--- config.mk ---
export PLATFORM = sky130hd
export DESIGN_NAME = serial_addsub_seq
export DESIGN_NICKNAME = d
export VERILOG_FILES = /design/src/rtl/serial_addsub_seq.sv
export SDC_FILE = /design/constraint.sdc
export NUM_CORES = 1
export LEC_CHECK = 0
export CORE_MARGIN = 5
export CORE_UTILIZATION = 42
export DETAILED_ROUTE_END_ITERATION = 7
export HOLD_SLACK_MARGIN = 0.1
export MAX_ROUTING_LAYER = met4
export PLACE_DENSITY = 0.68
export SYNTH_ARGS = -nofsm -noshare
export SYNTH_HDL_FRONTEND = slang
export SYNTH_SLANG_ARGS = --single-unit
export TNS_END_PERCENT = 100
--- constraint.sdc ---
create_clock -name clk -period 3.8 [get_ports clk]
set_clock_uncertainty 0.1 [all_clocks]
set_input_delay 0.38 -clock clk [delete_from_list [all_inputs] [get_ports clk]]
set_output_delay 0.38 -clock clk [all_outputs]
set_load 0.02 [all_outputs]
--- src/rtl/serial_addsub_seq.sv ---
// Bit-serial add/subtract sequencer: one full adder and one carry flop are
// reused across WIDTH cycles to form a WIDTH-bit sum or difference.
module serial_addsub_seq #(
   parameter int WIDTH = 8,
   parameter int CNT_W = 4
) (
   input  logic             clk,
   input  logic             rst,
   input  logic             in_valid,
   output logic             in_ready,
   input  logic             op_sub,
   input  logic [WIDTH-1:0] a,
   input  logic [WIDTH-1:0] b,
   output logic             out_valid,
   input  logic             out_ready,
   output logic [WIDTH-1:0] result,
   output logic             cout,
   output logic             ovf,
   output logic             zero,
   output logic [1:0]       o_dbg_state
);

   localparam logic [1:0] S_IDLE = 2'd0;
   localparam logic [1:0] S_RUN  = 2'd1;
   localparam logic [1:0] S_DONE = 2'd2;

   localparam logic [CNT_W-1:0] LAST_BIT = CNT_W'(WIDTH - 1);
   localparam logic [CNT_W-1:0] CNT_ONE  = CNT_W'(1);

   logic [1:0]       r_state;
   logic [CNT_W-1:0] r_cnt;
   logic             r_carry;
   logic [WIDTH-1:0] r_a;
   logic [WIDTH-1:0] r_b;
   logic [WIDTH-1:0] r_res;
   logic             r_cout;
   logic             r_ovf;
   logic             r_live;

   logic w_a_bit;
   logic w_b_bit;
   logic w_sum;
   logic w_cy;
   logic w_last;
   logic w_accept;
   logic w_release;

   // Handshake: a transfer happens on a rising edge where valid and ready are
   // both high; in_ready/out_valid depend only on state, never on the inputs.
   assign w_a_bit   = r_a[0];
   assign w_b_bit   = r_b[0];
   assign w_sum     = w_a_bit ^ w_b_bit ^ r_carry;
   assign w_cy      = (w_a_bit & w_b_bit) | (w_a_bit & r_carry) | (w_b_bit & r_carry);
   assign w_last    = (r_cnt == LAST_BIT);
   assign w_accept  = r_live && (r_state == S_IDLE) && in_valid;
   assign w_release = (r_state == S_DONE) && out_ready;

   // r_live keeps in_ready low until the first edge after reset release.
   always_ff @(posedge clk or negedge rst) begin
      if (!rst) begin
         r_live <= 1'b0;
      end else begin
         r_live <= 1'b1;
      end
   end

   always_ff @(posedge clk or negedge rst) begin
      if (!rst) begin
         r_state <= S_IDLE;
      end else begin
         case (r_state)
            S_IDLE:  if (w_accept)  r_state <= S_RUN;
            S_RUN:   if (w_last)    r_state <= S_DONE;
            S_DONE:  if (w_release) r_state <= S_IDLE;
            default: r_state <= S_IDLE;
         endcase
      end
   end

   always_ff @(posedge clk or negedge rst) begin
      if (!rst) begin
         r_cnt   <= '0;
         r_carry <= 1'b0;
         r_a     <= '0;
         r_b     <= '0;
         r_res   <= '0;
      end else if (w_accept) begin
         // Subtract is A + ~B + 1: invert B and seed the carry with op_sub.
         r_cnt   <= '0;
         r_carry <= op_sub;
         r_a     <= a;
         r_b     <= op_sub ? ~b : b;
      end else if (r_state == S_RUN) begin
         r_cnt   <= r_cnt + CNT_ONE;
         r_carry <= w_cy;
         r_a     <= {1'b0, r_a[WIDTH-1:1]};
         r_b     <= {1'b0, r_b[WIDTH-1:1]};
         r_res   <= {w_sum, r_res[WIDTH-1:1]};
      end
   end

   // On the MSB edge the carry flop holds the carry into the MSB.
   always_ff @(posedge clk or negedge rst) begin
      if (!rst) begin
         r_cout <= 1'b0;
         r_ovf  <= 1'b0;
      end else if ((r_state == S_RUN) && w_last) begin
         r_cout <= w_cy;
         r_ovf  <= r_carry ^ w_cy;
      end
   end

   assign in_ready    = r_live && (r_state == S_IDLE);
   assign out_valid   = (r_state == S_DONE);
   assign result      = r_res;
   assign cout        = r_cout;
   assign ovf         = r_ovf;
   assign zero        = r_live && (r_res == '0);
   assign o_dbg_state = r_state;

endmodule
==> impl_results.md <==
- GRT overflow: 0
- GPL Wtd Cong: 0.723
- Area growth from synthesis to layout: 26.6%
- WP depth: 4
- Top cell type's share of synthesized area: 52.3%
- Crit-path most repeated cell: nor4_1
- Post-CTS setup buffer count: 0
- Core area: 3720 um2
- Worst r2r dst: r_a[6]
- Synth cell types: 31
- CP max FO: 4
- Post-synth EDFFs: 0
- Peak VDD IR: 0.000251 V
- Fin. max-slew vios: 0
- Cell family with most CP delay: buffers and inverters
- Layout cells sized above 1: 11.4%
- Initial antenna violation count: 0
- Relative slew margins: 24.6%
- Initial Util: 43.7%
- Worst Setup Start Kind: flop
- Fin nets: 198
- Critical path class: reg -> out
- Worst-path cell chain: nor4_1, nand3b_1, nor4_1, clkdlybuf4s50_1
- Leakage power: 0.901 nW
- Crit end category: primary output
- Wire length per cell: 13.6 um
- PortBufs: 35
- Final hold slack: 0.406 ns
- Clock Sink Count: 34
- Sequential Area: 851 um2
- Largest stage delay on the critical path: 0.66 ns
- Skew-Pair Late Insertion Delay: 0.28 ns
- Die Y: 72.2 um
- CP startpoint: result[2]
- Cts bufs inserted: 5
- Worst slew pin tran: 1.13 ns
- CP Data Required Time: 3.32 ns
- # hold bufs at CTS: 0
- Syn_area_per_cell: 11.7 um2
- Boundary pin count: 36
- Post-synth top area cell: dfrtp_1
- Worst Setup EP: zero
- Minimum clock period: 2.42 ns
- Synth Instances: 139
- CTS tree: built
- Top post-synthesis cells by area: dfrtp_1, mux2i_1, mux2_2, o21ai_0, xor2_1
- Netlist area before placement: 1630 um2
- Max cap viols: 0
- Worst reg-to-reg setup slack: 1.59 ns
- Synthesized flop and latch total: 34
- Power per cell area: 767 nW/um2
- Vias in the first global route: 1,141
- CTS H-Tree Depth: 2
- Site Rows: 22
- Outcome: finished, final reports clean
- Diode count: 0
- Post-CTS Resized: 0
- RSZ-0062 raised after global routing: no
- Period utilisation layout: 63.7%
- Final setup fails: 0
- Yosys warns: 0
- Clock Tree Buf Depth: 2
- Most instantiated cells after synthesis: dfrtp_1, nand2_1, o21ai_0
- Total GRT Usage: 13.2%
- Vias after detailed routing: 1,098
- Synth Net Count: 162
- Setup tns final: 0 ns
- # DRC: 0
- Fin. Hold Viols: 0
- Die X: 72.2 um
- Multi-input logic area: 697 um2
- Main synth FF type: dfrtp_1
- FMAX: 413 MHz
- Largest net degree at the start of global routing: 35
- Vias/cell: 4.92
- Reg2Reg Depth: 4
- Die area: 5210 um2
- Filler cells: 328
- Root Buffer: clkbuf_8
- Clk pin slew, worst setup/hold paths: 0.07 ns
- Tightest Hold Check Type: in -> async
- Routed Wire Length: 3.04 mm
- DRT Pass-1 Iters: 4
- 1st-iter DRT viols: 33
- Worst r2r src: o_dbg_state[1]
- Asr flop ratio synth: 100%
- Post-DRT Antenna Nets: 0
- Post-synthesis sequential area ratio: 52.3%
- Worst path arrival time: 1.94 ns
- First-pass GRT wire length: 5.15 mm
- CP max stage cell: clkdlybuf4s50_1
- Crit path buffers/inverters: 1
- Most numerous cell in the Yosys netlist: dfrtp_1
- HPWL Detailed: 2.21 mm
- Post-layout util: 55.4%
==> cell families after synthesis <==
logic type      Yosys count  share of synthesized area [%]
compound gates           20                           6.54
buf+inv                  10                           4.77
fa+ha+maj                 2                           2.00
other cells               1                          0.231
mux                      25                           16.2
simple gates             36                           12.0
xor+xnor                 11                           5.93
flops                    34                           52.3
==> layer usage <==
metal	up-vias	wire [um]	track usage [%]
met5	-	0	-
li1	546	-	-
met3	5	176	4.57
met1	518	1290	14.3
met4	0	57	5.64
met2	29	1520	21.7
==> area by class of cell <==
cell class	instances	area share, %
clock buffers	7	3.71
inverters	2	0.365
multi-input cells	95	33.9
flip-flops and latches	34	41.4
well taps	48	2.92
repair buffers	37	17.8
==> worst min-delay path by stage <==
stage	start	end	cells after the start
CTS	rst	r_b[5]	2
global route	result[0]	result[0]	1
finish	rst	o_dbg_state[0]	2
global placement	r_b[7]	r_b[7]	2
detailed placement	ovf	ovf	1
floorplan	rst	cout	0
==> state kept, by name, indices dropped and copies added, names as in the netlist <==
name         count
r_b              8
cout             1
o_dbg_state      2
r_cnt            4
r_live           1
r_a              8
result           8
r_carry          1
ovf              1
==> metrics by stage <==
step / power (mW) / instances / worst slack [ns] / instance area (um2)
after floorplan: 1.15 / 139 / 1.86 / 1630
after global placement: 1.32 / 216 / 1.68 / 1980
after detailed placement: 1.35 / 216 / 1.55 / 1980
after CTS: 1.60 / 223 / 1.35 / 2060
after global routing: 1.69 / 223 / 1.28 / 2060
final: 1.58 / 223 / 1.38 / 2060
==> placed cells by master, fill, tap and decap left out, types with 4 or more instances in the layout <==
cell             count
mux2_2              10
dfrtp_1             34
o21ai_0             17
nor2_1               4
mux2i_1             15
clkbuf_8             5
nand3_1              4
xor2_1               9
nand2_1             17
clkdlybuf4s50_1     35
==> where the power goes <==
group	total, mW	internal, mW	leakage, nW	switching (mW)
combinational	0.693	0.362	0.432	0.331
clock	0.245	0.126	0.0383	0.119
sequential	0.639	0.519	0.430	0.121
Note: power is estimated with default switching activity, not from simulation.
